--- src/rtl/fifo_rd_pkg.sv ---
// Shared types and helpers for the FIFO read-side drain logic.
package fifo_rd_pkg;

    // Default FIFO data width
    localparam int unsigned DATA_W_DEF = 8;

    // Drain controller states
    typedef enum logic [1:0] {
        StIdle  = 2'd0,
        StRun   = 2'd1,
        StDrain = 2'd2
    } state_e;

    // Bits needed to index n entries (minimum 1)
    function automatic int unsigned clog2(input int unsigned n);
        int unsigned w;
        w = 1;
        while ((32'd1 << w) < n) begin
            w = w + 1;
        end
        return w;
    endfunction

endpackage

--- src/rtl/fifo_rd_buf.sv ---
// Single-clock circular buffer holding words captured from the FIFO.
module fifo_rd_buf
    import fifo_rd_pkg::*;
#(
    parameter int unsigned DATA_W = DATA_W_DEF,
    parameter int unsigned DEPTH  = 4,
    localparam int unsigned PTR_W  = clog2(DEPTH),
    localparam int unsigned CNT_BW = clog2(DEPTH + 1)
) (
    input  logic              i_clk,
    input  logic              i_rst,
    input  logic              i_push,
    input  logic [DATA_W-1:0] i_push_data,
    input  logic              i_pop,
    output logic [DATA_W-1:0] o_head,
    output logic [CNT_BW-1:0] o_count,
    output logic              o_empty
);

    logic [DATA_W-1:0] r_mem [DEPTH];
    logic [PTR_W-1:0]  r_wr_ptr;
    logic [PTR_W-1:0]  r_rd_ptr;
    logic [CNT_BW-1:0] r_count;
    logic [PTR_W-1:0]  w_wr_ptr_nxt;
    logic [PTR_W-1:0]  w_rd_ptr_nxt;
    logic              w_pop;

    // Pointer wrap handles non-power-of-two depths; pop ignored when empty
    always_comb begin
        w_wr_ptr_nxt = (r_wr_ptr == PTR_W'(DEPTH - 1)) ? '0 : r_wr_ptr + PTR_W'(1);
        w_rd_ptr_nxt = (r_rd_ptr == PTR_W'(DEPTH - 1)) ? '0 : r_rd_ptr + PTR_W'(1);
        w_pop        = i_pop && (r_count != '0);
    end

    // Storage array; contents need no reset since count gates visibility
    always_ff @(posedge i_clk) begin
        if (i_push) begin
            r_mem[r_wr_ptr] <= i_push_data;
        end
    end

    // Pointers and occupancy; simultaneous push and pop leaves count unchanged
    always_ff @(posedge i_clk) begin
        if (i_rst) begin
            r_wr_ptr <= '0;
            r_rd_ptr <= '0;
            r_count  <= '0;
        end else begin
            if (i_push) begin
                r_wr_ptr <= w_wr_ptr_nxt;
            end
            if (w_pop) begin
                r_rd_ptr <= w_rd_ptr_nxt;
            end
            unique case ({i_push, w_pop})
                2'b10:   r_count <= r_count + CNT_BW'(1);
                2'b01:   r_count <= r_count - CNT_BW'(1);
                default: r_count <= r_count;
            endcase
        end
    end

    // Head word and occupancy outputs
    always_comb begin
        o_head  = r_mem[r_rd_ptr];
        o_count = r_count;
        o_empty = (r_count == '0);
    end

endmodule

--- src/rtl/fifo_rd_drain.sv ---
// Read-side consumer of the async FIFO: issues credit-limited reads, buffers
// captured words and presents them on a valid/ready stream.
module fifo_rd_drain
    import fifo_rd_pkg::*;
#(
    parameter int unsigned DATA_W    = DATA_W_DEF,
    parameter int unsigned BUF_DEPTH = 4,
    parameter int unsigned CNT_W     = 16
) (
    input  logic              i_rd_clk,
    input  logic              i_rst,
    input  logic              i_en,
    input  logic              i_clr,
    input  logic              i_empty,
    input  logic              i_underflow,
    input  logic [DATA_W-1:0] i_rd_data,
    output logic              o_rd_enbl,
    output logic              o_out_valid,
    output logic [DATA_W-1:0] o_out_data,
    input  logic              i_out_ready,
    output logic              o_busy,
    output logic [CNT_W-1:0]  o_word_cnt,
    output logic              o_underflow_err
);

    localparam int unsigned CNT_BW = clog2(BUF_DEPTH + 1);
    localparam logic [CNT_W-1:0] CNT_MAX = '1;

    state_e            r_state;
    state_e            w_state_nxt;
    logic              r_inflight;
    logic [CNT_W-1:0]  r_word_cnt;
    logic              r_underflow_err;

    logic              w_run;
    logic              w_credit;
    logic [CNT_BW:0]   w_used;
    logic              w_pop;
    logic              w_buf_empty;
    logic [CNT_BW-1:0] w_buf_count;
    logic [DATA_W-1:0] w_head;

    fifo_rd_buf #(
        .DATA_W (DATA_W),
        .DEPTH  (BUF_DEPTH)
    ) u_buf (
        .i_clk       (i_rd_clk),
        .i_rst       (i_rst),
        .i_push      (r_inflight),
        .i_push_data (i_rd_data),
        .i_pop       (w_pop),
        .o_head      (w_head),
        .o_count     (w_buf_count),
        .o_empty     (w_buf_empty)
    );

    // State register
    always_ff @(posedge i_rd_clk) begin
        if (i_rst) begin
            r_state <= StIdle;
        end else begin
            r_state <= w_state_nxt;
        end
    end

    // Next-state: DRAIN finishes only once nothing is buffered or in flight
    always_comb begin
        w_state_nxt = r_state;
        unique case (r_state)
            StIdle:  if (i_en) w_state_nxt = StRun;
            StRun:   if (!i_en) w_state_nxt = StDrain;
            StDrain: begin
                if (i_en) begin
                    w_state_nxt = StRun;
                end else if (!r_inflight && w_buf_empty) begin
                    w_state_nxt = StIdle;
                end
            end
            default: w_state_nxt = StIdle;
        endcase
    end

    // State-decoded outputs
    always_comb begin
        w_run  = (r_state == StRun);
        o_busy = (r_state != StIdle);
    end

    // Read issue: a word in flight already owns a buffer slot
    always_comb begin
        w_used    = {1'b0, w_buf_count} + (CNT_BW + 1)'(r_inflight);
        w_credit  = (w_used < (CNT_BW + 1)'(BUF_DEPTH));
        o_rd_enbl = w_run && !i_empty && w_credit;
    end

    // Downstream stream; data forced to zero while nothing is held
    always_comb begin
        o_out_valid = !w_buf_empty;
        o_out_data  = w_buf_empty ? '0 : w_head;
        w_pop       = o_out_valid && i_out_ready;
    end

    // Read latency tracking: rd_data is valid the cycle after rd_enbl
    always_ff @(posedge i_rd_clk) begin
        if (i_rst) begin
            r_inflight <= 1'b0;
        end else begin
            r_inflight <= o_rd_enbl;
        end
    end

    // Saturating word counter (clear wins) and sticky underflow (set wins)
    always_ff @(posedge i_rd_clk) begin
        if (i_rst) begin
            r_word_cnt      <= '0;
            r_underflow_err <= 1'b0;
        end else begin
            if (i_clr) begin
                r_word_cnt <= '0;
            end else if (r_inflight && (r_word_cnt != CNT_MAX)) begin
                r_word_cnt <= r_word_cnt + CNT_W'(1);
            end
            if (i_underflow) begin
                r_underflow_err <= 1'b1;
            end else if (i_clr) begin
                r_underflow_err <= 1'b0;
            end
        end
    end

    // Counter and flag outputs
    always_comb begin
        o_word_cnt      = r_word_cnt;
        o_underflow_err = r_underflow_err;
    end

endmodule

--- config.mk ---
export PLATFORM = sky130hd
export DESIGN_NAME = fifo_rd_drain
export DESIGN_NICKNAME = d
export VERILOG_FILES = /design/src/rtl/fifo_rd_pkg.sv /design/src/rtl/fifo_rd_buf.sv /design/src/rtl/fifo_rd_drain.sv
export SDC_FILE = /design/constraint.sdc
export NUM_CORES = 1
export LEC_CHECK = 0
export CAP_MARGIN = 10
export CELL_PAD_IN_SITES_DETAIL_PLACEMENT = 2
export CELL_PAD_IN_SITES_GLOBAL_PLACEMENT = 2
export CORE_MARGIN = 2
export CORE_UTILIZATION = 37
export CTS_CLUSTER_SIZE = 14
export DETAILED_ROUTE_END_ITERATION = 10
export MAX_ROUTING_LAYER = met4
export PLACE_DENSITY_LB_ADDON = 0.1
export SETUP_SLACK_MARGIN = 0.5
export SYNTH_ARGS = -nofsm -noshare
export SYNTH_HDL_FRONTEND = slang
export SYNTH_SLANG_ARGS = --single-unit
--- constraint.sdc ---
create_clock -name i_rd_clk -period 4.4 [get_ports i_rd_clk]
set_input_delay 0.88 -clock i_rd_clk [delete_from_list [all_inputs] [get_ports i_rd_clk]]
set_output_delay 0.88 -clock i_rd_clk [all_outputs]
set_load 0.02 [all_outputs]
==> PnR_summary.wiki, run 1 <==
{| class="wikitable"
! Metric !! Value
|-
| Outcome || complete, no violations
|-
| Post-CTS Setup Bufs || 0
|-
| Terminating pin of the worst hold path || r_state[0]$_SDFFE_PP0P_
|-
| Cell type with the largest total area after synthesis || sky130_fd_sc_hd__edfxtp_1
|-
| # H-tree levels || 3
|-
| Startpoint kind of the worst setup timing path || input port
|-
| Largest net degree at the start of global routing || 16
|-
| Detail-routed via count per cell || about 5.4
|-
| Max Root-Sink Buffers || 2
|-
| Effective utilization at floorplan || between 30% and 40%
|-
| Seq/Total Area, Yosys || 58.25%
|-
| Worst r2r dst || u_buf.o_count[2]$_SDFFE_PP0P_
|-
| Share of async-settable or async-resettable flops after synthesis || 0%
|-
| Cell count of the worst reg-to-reg path || 9
|-
| Slew at the pin with the worst max-slew slack || just over 600 ps
|-
| Flip-flop cell with the highest count after synthesis || sky130_fd_sc_hd__edfxtp_1
|-
| Data required time at the worst endpoint || 3520 ps
|-
| Worst-case register-to-register setup slack || 2020 ps
|-
| Routed wire per std cell || 18.07 um
|-
| Chip Width || 88.57 um
|-
| Post-route core utilization || 48.58%
|-
| Kind of end point of the critical path || primary output
|-
| Row Count || 30
|-
| Via count || 1950
|-
| Share of the cycle needed by the critical path after routing || 72.84%
|-
| Placed standard-cell area || 3154 sq um
|-
| Port Buffers || 42
|-
| Dominant combinational cell family by area after synthesis || simple AND/OR/NAND/NOR gates
|-
| Number of storage elements in the synthesis netlist || 61
|-
| Top cells by area, synth || sky130_fd_sc_hd__edfxtp_1, sky130_fd_sc_hd__dfxtp_1, sky130_fd_sc_hd__mux4_2
|-
| Share of cell area taken by muxes after synthesis || 7.187%
|-
| Hold Startpoint || r_state[1]$_SDFFE_PP0P_
|-
| Final count of hold timing violations || 0
|-
| Design area || 3337 sq um
|-
| Adder and majority gate portion of the synthesized area || between 4 and 5%
|-
| Total clock buffers created by CTS || 9
|-
| Global-route wire length before repair || about 11000 um
|-
| Power density cells || 378.3 nW/um^2
|-
| Synth Area in Simple Gates || ~18%
|-
| Maximum VDD drop || between 0.1 and 0.15 mV
|-
| Max Clock Skew || roughly 6.0 ps
|-
| Most used cells in the layout excluding fill and tap cells || sky130_fd_sc_hd__clkdlybuf4s50_1, sky130_fd_sc_hd__edfxtp_1, sky130_fd_sc_hd__dfxtp_1
|-
| Multi-input logic area || roughly 1000 sq um
|-
| Unrepaired setup endpoints after global routing || false
|-
| CORE AREA || 6869 sq um
|-
| Leading cell type in the layout, fill and taps excluded || sky130_fd_sc_hd__clkdlybuf4s50_1
|-
| Synthesized area per cell || between 10 and 15 sq um
|-
| Net count after synthesis || 240
|-
| Proportion of layout cells with a drive suffix above 1 || 11.57%
|-
| Synth Area in Compound Gates || 9.220%
|-
| Diode insertion count for antenna repair || 0
|-
| FF/Latch Area || 1541 sq um
|-
| Later-pin clock latency in the skew report || 330 ps
|-
| Final RePlAce weighted congestion || 0.7097
|-
| Number of top-level design ports || 43
|-
| Worst hold stages || 1
|-
| Final HPWL DP || 4731 um
|-
| TritonCTS clock tree || done
|-
| Nets || 286
|-
| Detailed-route wire length || 6576 um
|-
| Final Slew Violations || 0
|-
| Worst hold slack across all endpoints || about 490 ps
|-
| DRT iter0 DRCs || 52
|-
| Number of flops mapped to enable cells by yosys || 32
|-
| # Max-Cap Violations || 0
|-
| PostCTS Resize Cnt || 0
|-
| Sinks on the clock net || 61
|-
| Cell count after synthesis || 217
|-
| Synth Area in XOR/XNOR || less than 1%
|-
| Max-slew headroom || 58.23%
|-
| Post-route antenna net violation count || 0
|-
| Share of the synthesized area in the top cell type || a little over a third
|-
| Area enclosed by the die boundary || just under 8000 sq um
|-
| Clock Tree Root || sky130_fd_sc_hd__clkbuf_8
|-
| Initial antenna violation count || 0
|-
| Number of iterations in the first detailed-routing pass || 4
|-
| Global-route congestion overflow total || 0
|-
| Critical Path Fanout Max || 2
|-
| Critical register-to-register path startpoint || u_buf.o_count[2]$_SDFFE_PP0P_
|-
| Crit path kind || in -> out
|-
| Syn-to-layout area delta || 26.10%
|-
| Maximum clock frequency || 312.0 MHz
|-
| Fill cell count || 690
|-
| Time the final worst path needs with I/O delays and setup || 3205 ps
|-
| GRT Resource Usage Total || 19.66%
|-
| Critical path data arrival time || about 2300 ps
|-
| Reported leakage power || 0.001083 uW
|-
| Worst Hold Class || reg -> reg
|-
| Synth warnings || 0
|-
| Post-route DRC || 0
|-
| Final total negative setup slack || 0 ps
|-
| Height of the die || a little under 90 um
|-
| CTS clk-pin slew, worst paths || around 70 ps
|-
| Critical path origin || i_empty
|-
| Total setup violations reported at the end of the flow || 0
|-
| Netlist Area Pre-Place || about 2600 sq um
|-
| Number of global-route vias before repair || 2113
|-
| Cts hold-fix bufs || 0
|-
| Count of distinct cell types in the synthesized netlist || between 40 and 50
|}
area by class of cell:
class | count | share of cell area [%]
clock buffer | 11 | 3.937
clock inverter | 5 | 1.537
inverter | 10 | 1.125
multi-input combinational | 138 | 30.78
sequential | 61 | 46.19
tap | 96 | 3.600
timing repair buffer | 43 | 12.82
synthesized netlist by cell type, types with 7 or more instances:
| master | number |
|---|---|
| sky130_fd_sc_hd__and2_1 | 12 |
| sky130_fd_sc_hd__dfxtp_1 | 29 |
| sky130_fd_sc_hd__a21oi_1 | 16 |
| sky130_fd_sc_hd__mux4_2 | 8 |
| sky130_fd_sc_hd__nand3_1 | 8 |
| sky130_fd_sc_hd__nand2_1 | 8 |
| sky130_fd_sc_hd__o21ai_0 | 8 |
| sky130_fd_sc_hd__or3_1 | 7 |
| sky130_fd_sc_hd__inv_1 | 10 |
| sky130_fd_sc_hd__ha_1 | 7 |
| sky130_fd_sc_hd__clkbuf_1 | 7 |
| sky130_fd_sc_hd__edfxtp_1 | 32 |
| sky130_fd_sc_hd__nor2_1 | 11 |
through the flow:
| step | setup slack [ps] | power, uW | cells |
|---|---|---|---|
| final | 1195 | 1262 | 364 |
| after global routing | 1086 | 1326 | 364 |
| after CTS | 1165 | 1284 | 364 |
| after detailed placement | 1221 | 810.7 | 348 |
| after global placement | 1233 | 802.2 | 348 |
| after floorplan | 1887 | 732.8 | 217 |
routing by layer:
metal	GRT usage [%]	vias to the layer above	routed length, um
li1	-	920	-
met2	33.22	31	3535
met5	-	-	0
met3	5.224	5	220
met1	23.62	994	2796
met4	4.545	0	23
registers in the layout, indices dropped and copies added (netlist names), named ones only:
name,flops
r_state,2
r_inflight,1
u_buf.r_rd_ptr,2
o_underflow_err,1
u_buf.r_wr_ptr,2
u_buf.r_mem,32
u_buf.o_count,3
o_word_cnt,16
cell families (layout without fill, tap and decap cells):
kind of cell,after synthesis,count (layout)
adders and majority gates,8,8
DFF,61,61
and+or+nand+nor,79,79
xor gates and xnor gates,2,2
AOI/OAI and AO/OA,40,40
muxes,9,9
buffers and inverters,18,69
worst max-delay path: stages:
cell	delay [ps]
sky130_fd_sc_hd__clkdlybuf4s50_1	400
sky130_fd_sc_hd__nor4_1	370
sky130_fd_sc_hd__clkdlybuf4s50_1	680
how the worst max path moves through the flow:
stage	to	cells after the start
after floorplan	o_rd_enbl	1
after global placement	o_rd_enbl	3
after detailed placement	o_rd_enbl	3
after CTS	o_out_data[2]	3
after global routing	o_out_data[0]	3
final	o_rd_enbl	3
report_power, final:
part / internal, uW / total [uW] / leakage, uW / switching (uW)
registers: 610 / 626 / 0.000523 / 16.2
clock network: 258 / 467 / 0.0000907 / 209
logic: 84.6 / 170 / 0.000469 / 85.2
Note: power is estimated with default switching activity, not from simulation.
==> run 2, diff against run 1 <==
--- a/config.mk
+++ b/config.mk
@@ -9,7 +9,7 @@
 export CELL_PAD_IN_SITES_DETAIL_PLACEMENT = 2
 export CELL_PAD_IN_SITES_GLOBAL_PLACEMENT = 2
 export CORE_MARGIN = 2
-export CORE_UTILIZATION = 37
+export CORE_UTILIZATION = 32
 export CTS_CLUSTER_SIZE = 14
 export DETAILED_ROUTE_END_ITERATION = 10
 export MAX_ROUTING_LAYER = met4
==> constraint.sdc (replaced) <==
create_clock -name i_rd_clk -period 2.68 [get_ports i_rd_clk]
set_input_delay 0.536 -clock i_rd_clk [delete_from_list [all_inputs] [get_ports i_rd_clk]]
set_output_delay 0.536 -clock i_rd_clk [all_outputs]
set_load 0.02 [all_outputs]
==> run 2 against run 1 <==
Global-route usage decreased by 2.5 points. Critical path type is now reg -> out. Clock skew grew 5.8 ps. Clock power is 98% higher. Flip-flop and latch count unchanged. Die area increased by 15%. Sequential share of layout area fell by 2.0 points. Cell count increased by 4.1%. Largest cell class unchanged.
==> PnR_summary.wiki, run 2 (synthesis gave the netlist of run 1 again) <==
{| class="wikitable"
! Metric !! Value
|-
| Leading cell type in the layout, fill and taps excluded || sky130_fd_sc_hd__edfxtp_1
|-
| Total setup violations reported at the end of the flow || 0 (unchanged)
|-
| Flip-flop count of the largest register, all copies and words added || 32 (unchanged)
|-
| Routed wire per std cell || 18.16 um (+0.51%)
|-
| Global-route wire length before repair || 10900 um (-1.6%)
|-
| Startpoint kind of the worst setup timing path || flop
|-
| Total clock buffers created by CTS || 9 (unchanged)
|-
| # Max-Cap Violations || 0 (unchanged)
|-
| Final Slew Violations || 0 (unchanged)
|-
| Max Clock Skew || 11.81 ps (+5.805 ps)
|-
| Global-route congestion overflow total || 0 (unchanged)
|-
| CTS clk-pin slew, worst paths || 70 ps (about the same)
|-
| Nets || 292 (+2.1%)
|-
| Number of iterations in the first detailed-routing pass || 4 (unchanged)
|-
| Pre-CTS setup slack || 137.8 ps (-1083 ps)
|-
| Number of global-route vias before repair || 2069 (-2.1%)
|-
| Via count || 1962 (+0.62%)
|-
| Row Count || 33 (+10%)
|-
| Sinks on the clock net || 61 (unchanged)
|-
| # H-tree levels || 3 (unchanged)
|-
| Critical path data arrival time || 1630 ps (-700 ps)
|-
| Fill cell count || 833 (+21%)
|-
| Reported leakage power || 0.001184 uW (+9.4%)
|-
| GRT Resource Usage Total || 17.14% (-2.5 points)
|-
| Effective utilization at floorplan || 32.53% (-6.0 points)
|-
| Detail-routed via count per cell || 5.177 (-3.4%)
|-
| Most used cells in the layout excluding fill and tap cells || sky130_fd_sc_hd__edfxtp_1, sky130_fd_sc_hd__clkdlybuf4s50_1, sky130_fd_sc_hd__dfxtp_1
|-
| Least setup slack across all paths after layout || 518.2 ps (-676.7 ps)
|-
| Syn-to-layout area delta || 32.01%
|-
| Unrepaired setup endpoints after global routing || true
|-
| Initial antenna violation count || 0 (unchanged)
|-
| Number of top-level design ports || 43 (unchanged)
|-
| Post-route DRC || 0 (unchanged)
|-
| Final RePlAce weighted congestion || 0.7147 (+0.70%)
|-
| Global routing usage on met1 || 21.79% (-1.8 points)
|-
| Area enclosed by the die boundary || 9013 sq um (+15%)
|-
| Time the final worst path needs with I/O delays and setup || 2162 ps
|-
| Worst Hold Class || reg -> reg
|-
| Proportion of layout cells with a drive suffix above 1 || 22.99% (+11 points)
|-
| Share of the cycle needed by the critical path after routing || 80.66%
|-
| Data required time at the worst endpoint || 2140 ps (-1380 ps)
|-
| Chip Width || 94.94 um (+7.2%)
|-
| Layer with the highest usage after global routing || met2
|-
| Post-route antenna net violation count || 0 (unchanged)
|-
| Critical Path Fanout Max || 8 (+6)
|-
| Maximum clock frequency || 462.6 MHz
|-
| CORE AREA || 8134 sq um (+18%)
|-
| Max Root-Sink Buffers || 2 (unchanged)
|-
| Power density cells || 660.7 nW/um^2 (+75%)
|-
| Outcome || complete, no violations
|-
| Later-pin clock latency in the skew report || 340 ps (about the same)
|-
| Routing usage on met3 || 3.831% (-1.4 points)
|-
| Slew at the pin with the worst max-slew slack || 573.1 ps (-48.66 ps)
|-
| DRT iter0 DRCs || 44 (-15%)
|-
| Crit path kind || reg -> out
|-
| TritonCTS clock tree || done
|-
| Height of the die || 94.94 um (+7.2%)
|-
| Final total negative setup slack || 0 ps (unchanged)
|-
| Port Buffers || 42 (unchanged)
|-
| Diode insertion count for antenna repair || 0 (unchanged)
|-
| Maximum VDD drop || 0.1874 mV (+31%)
|-
| GR Util met2 || 26.60% (-6.6 points)
|-
| Detailed-route wire length || 6882 um (+4.7%)
|-
| Clock Tree Root || sky130_fd_sc_hd__clkbuf_8
|-
| Final HPWL DP || 4672 um (-1.3%)
|-
| Final count of hold timing violations || 0 (unchanged)
|-
| Largest net degree at the start of global routing || 16 (unchanged)
|-
| Post-route core utilization || 42.95% (-5.6 points)
|-
| Register ranked first by flip-flop count || u_buf.r_mem
|-
| Max-slew headroom || 61.44% (+3.2 points)
|-
| Kind of end point of the critical path || primary output
|}
==> run 2: cell count changes in the layout (fill, tap and decap cells not counted), moves of 2 or more <==
cell,change
sky130_fd_sc_hd__clkdlybuf4s50_1,-11
sky130_fd_sc_hd__and2_1,-8
sky130_fd_sc_hd__and2_4,+8
sky130_fd_sc_hd__buf_6,+8
sky130_fd_sc_hd__buf_4,+5
sky130_fd_sc_hd__clkinv_4,+3
sky130_fd_sc_hd__clkinv_2,-2
sky130_fd_sc_hd__dfxtp_1,-2
sky130_fd_sc_hd__dfxtp_2,+2
==> run 2: final cells by class <==
class                      count  area, sq um  area share (%)
tap                          105        131.4           3.761
timing repair buffer          49        491.7           14.08
sequential                    61         1544           44.20
clock buffer                  10        127.6           3.653
clock inverter                 6        95.09           2.722
multi-input combinational    138         1066           30.52
inverter                      10        37.54           1.074
==> run 2: power breakdown <==
part	switching, uW	internal [uW]	total, uW
combinational	172	194	365
sequential	15.3	1000	1020
clock	395	532	926
total	582	1730	2310
==> run 2: repair_timing <==
item | in CTS | in global routing
setup endpoints to repair | 12 | 15
pin swaps | 5 | 6
hold buffers | 0 | 0
endpoints found under the hold margin | 0 | 0
resized for setup | 55 | 17
buffers inserted | 0 | 3
==> run 2: final timing paths <==
path	endpoint	depth (start not counted)	slack [ps]	startpoint
max reg2reg	u_buf.o_count[2]$_SDFFE_PP0P_	9	660	u_buf.o_count[0]$_SDFFE_PP0P_
min reg2reg	r_state[0]$_SDFFE_PP0P_	1	490	r_state[1]$_SDFFE_PP0P_
min	r_state[0]$_SDFFE_PP0P_	1	490	r_state[1]$_SDFFE_PP0P_
max	o_out_data[1]	4	520	flop
==> run 2: through the flow <==
stage / instances / cell area (sq um) / total power [uW] / hold slack [ps]
4_1_cts: 376 / 3427 / 2286 / 499.6
3_3_place_gp: 360 / 3188 / 1333 / 455.8
2_1_floorplan: 217 / 2646 / 1203 / 431.0
3_5_place_dp: 360 / 3188 / 1336 / 486.1
5_1_grt: 379 / 3493 / 2404 / 538.3
6_report: 379 / 3493 / 2308 / 493.7
==> run 2: worst max-delay path, stage by stage, from the launching register on <==
cell                      delay, ps
sky130_fd_sc_hd__dfxtp_2        340
sky130_fd_sc_hd__buf_12         140
sky130_fd_sc_hd__mux4_2         520
sky130_fd_sc_hd__and2_4         160
sky130_fd_sc_hd__buf_6          120
==> run 2: layer usage <==
| metal | share of wire (%) | vias up |
|---|---|---|
| li1 | - | 927 |
| met1 | 48 | 991 |
| met2 | 49 | 35 |
| met3 | 2.5 | 9 |
| met4 | 1.2 | 0 |
| met5 | 0 | - |
==> run 3, diff against run 2 <==
--- a/config.mk
+++ b/config.mk
@@ -9,7 +9,7 @@
 export CELL_PAD_IN_SITES_DETAIL_PLACEMENT = 2
 export CELL_PAD_IN_SITES_GLOBAL_PLACEMENT = 2
 export CORE_MARGIN = 2
-export CORE_UTILIZATION = 32
+export CORE_UTILIZATION = 35
 export CTS_CLUSTER_SIZE = 14
 export DETAILED_ROUTE_END_ITERATION = 10
 export MAX_ROUTING_LAYER = met4
==> constraint.sdc (replaced) <==
create_clock -name i_rd_clk -period 2.23 [get_ports i_rd_clk]
set_input_delay 0.446 -clock i_rd_clk [delete_from_list [all_inputs] [get_ports i_rd_clk]]
set_output_delay 0.446 -clock i_rd_clk [all_outputs]
set_load 0.02 [all_outputs]
==> run 3 against run 2 <==
Final area increased by 8.3%. Non-clock buffer count increased by 27. Register-to-register slack got worse by 410 ps. Flip-flop and latch count unchanged. Via count increased by 6.9%. Critical endpoint is now o_out_data[5].
==> PnR_summary.wiki, run 3 (synthesis gave the netlist of run 1 again) <==
{| class="wikitable"
! Metric !! Value
|-
| Chip Width || 90.95 um (-4.2%)
|-
| Max-slew headroom || 69.12% (+7.7 points)
|-
| Number of top-level design ports || 43 (unchanged)
|-
| # H-tree levels || 3 (unchanged)
|-
| Syn-to-layout area delta || 42.93%
|-
| Area enclosed by the die boundary || 8272 sq um (-8.2%)
|-
| Number of global-route vias before repair || 2262 (+9.3%)
|-
| Max Root-Sink Buffers || 2 (unchanged)
|-
| Global-route congestion overflow total || 0 (unchanged)
|-
| Global-route wire length before repair || 12360 um (+13%)
|-
| Share of the cycle needed by the critical path after routing || 92.20%
|-
| Outcome || complete, no violations
|-
| Critical path data arrival time || 1610 ps (-20 ps)
|-
| Final total negative setup slack || 0 ps (unchanged)
|-
| Flip-flop count of the largest register, all copies and words added || 32 (unchanged)
|-
| Maximum VDD drop || 0.2875 mV (+53%)
|-
| Post-route DRC || 0 (unchanged)
|-
| Number of iterations in the first detailed-routing pass || 4 (unchanged)
|-
| TritonCTS clock tree || done
|-
| Later-pin clock latency in the skew report || 340 ps (about the same)
|-
| Crit path cell chain || buf_12 > mux4_2 > and2_4 > buf_6
|-
| Proportion of layout cells with a drive suffix above 1 || 39.87% (+17 points)
|-
| Post-route antenna net violation count || 0 (unchanged)
|-
| Detailed-routed wire length on met2 || 4288 um (+28%)
|-
| Final count of hold timing violations || 0 (unchanged)
|-
| Effective utilization at floorplan || 36.29% (+3.8 points)
|-
| Maximum clock frequency || 486.3 MHz
|-
| Unrepaired setup endpoints after global routing || true
|-
| CTS clk-pin slew, worst paths || 70 ps (about the same)
|-
| Pre-CTS setup slack || -183.8 ps (-321.6 ps)
|-
| Kind of end point of the critical path || primary output
|-
| Height of the die || 90.95 um (-4.2%)
|-
| Final Slew Violations || 0 (unchanged)
|-
| Initial antenna violation count || 0 (unchanged)
|-
| GRT Resource Usage Total || 19.91% (+2.8 points)
|-
| Cts hold-fix bufs || 0 (unchanged)
|-
| Final RePlAce weighted congestion || 0.7107 (-0.56%)
|-
| Post-route total power || 2761 uW (+20%)
|-
| Total setup violations reported at the end of the flow || 0 (unchanged)
|-
| Wire length on met3 || 177 um (+2.9%)
|-
| Detail-routed via count per cell || 5.245 (+1.3%)
|-
| Data required time at the worst endpoint || 1780 ps (-360 ps)
|-
| M1 WL || 3294 um (+0.67%)
|-
| Clock Tree Root || sky130_fd_sc_hd__clkbuf_8
|-
| Diode insertion count for antenna repair || 0 (unchanged)
|-
| CORE AREA || 7292 sq um (-10%)
|-
| Placed standard-cell area || 3273 sq um (+2.7%)
|-
| Via count || 2098 (+6.9%)
|-
| Number of cells in the finished layout apart from fillers || 400 (+5.5%)
|-
| Detailed-route wire length || 7882 um (+15%)
|-
| Crit path kind || reg -> out
|-
| Startpoint kind of the worst setup timing path || flop
|-
| Cell type group with the largest total delay on the critical path || multiplexers
|-
| Power density cells || 730.0 nW/um^2 (+10%)
|-
| Register ranked first by flip-flop count || u_buf.r_mem
|-
| Max Clock Skew || 14.22 ps (+2.407 ps)
|-
| Worst Hold Class || reg -> reg
|-
| DRT iter0 DRCs || 75 (+70%)
|-
| Time the final worst path needs with I/O delays and setup || 2056 ps
|-
| Least setup slack across all paths after layout || 173.8 ps (-344.3 ps)
|-
| Critical Path Fanout Max || 8 (unchanged)
|-
| Nets || 319 (+9.2%)
|-
| Top routing layer in use || met4
|-
| Routed wire per std cell || 19.71 um (+8.5%)
|-
| Port Buffers || 42 (unchanged)
|-
| Reported leakage power || 0.001420 uW (+20%)
|-
| Design area || 3782 sq um (+8.3%)
|-
| Leading cell type in the layout, fill and taps excluded || sky130_fd_sc_hd__edfxtp_1
|-
| Row Count || 31 (-6.1%)
|-
| Crit-path slowest cell || sky130_fd_sc_hd__mux4_2
|-
| Most used cells in the layout excluding fill and tap cells || sky130_fd_sc_hd__edfxtp_1, sky130_fd_sc_hd__buf_4, sky130_fd_sc_hd__dlygate4sd2_1
|-
| Critical path buffer and inverter count || 2 (unchanged)
|-
| # Max-Cap Violations || 0 (unchanged)
|-
| Final HPWL DP || 4809 um (+2.9%)
|-
| Total clock buffers created by CTS || 9 (unchanged)
|-
| Slew at the pin with the worst max-slew slack || 463.2 ps (-109.9 ps)
|-
| Largest net degree at the start of global routing || 15 (-1)
|-
| Sinks on the clock net || 61 (unchanged)
|-
| Maximum single-stage delay on the critical path || 510 ps (about the same)
|-
| Instance count after placement with tap cells included || 360 (unchanged)
|}
[run 3: layout make-up]
type / instances / area [sq um]
inverters: 10 / 40.04
flip-flops and latches: 61 / 1580
clock inverters: 7 / 66.31
repair buffers: 76 / 696.9
fillers: 749 / 3510
well taps: 99 / 123.9
multi-input cells: 138 / 1151
clock buffers: 9 / 123.9
[run 3: stage by stage]
step / hold slack, ps / util [%]
global placement: 458.5 / 44.89
floorplan: 431.0 / -
finish: 489.7 / 51.87
detailed placement: 468.5 / 44.89
CTS: 480.2 / 49.71
global route: 519.3 / 51.87
[run 3: power breakdown]
part	leakage [uW]	internal (uW)	switching [uW]
clock	0.0000987	510	458
sequential	0.000533	1200	18.4
combinational	0.000788	324	254
[run 3: routing by layer]
layer | vias to the layer above | GRT usage (%)
met5 | - | -
met4 | 0 | 6.692
met3 | 11 | 3.734
met2 | 39 | 33.89
met1 | 1063 | 23.86
li1 | 985 | -
[run 3: final timing paths]
| kind | from | end | slack (ps) | cells after the start |
|---|---|---|---|---|
| max | flop | o_out_data[5] | 170 | 4 |
| min | o_underflow_err$_SDFFE_PP0P_ | o_underflow_err$_SDFFE_PP0P_ | 490 | 2 |
| max reg2reg | u_buf.o_count[2]$_SDFFE_PP0P_ | u_buf.o_count[2]$_SDFFE_PP0P_ | 250 | 9 |
| min reg2reg | o_underflow_err$_SDFFE_PP0P_ | o_underflow_err$_SDFFE_PP0P_ | 490 | 2 |
[run 3: timing repair]
action | in CTS | in global routing
buffers inserted | 14 | 9
pin swaps | 19 | 11
cloned | 0 | 1
endpoints found under the setup margin | 34 | 27
resized for setup | 100 | 21
[run 3: tightest hold or removal path, stage by stage (launching register included)]
cell and delay, ps:
sky130_fd_sc_hd__dfxtp_1 320, sky130_fd_sc_hd__a21oi_1 60, sky130_fd_sc_hd__nor2_1 70
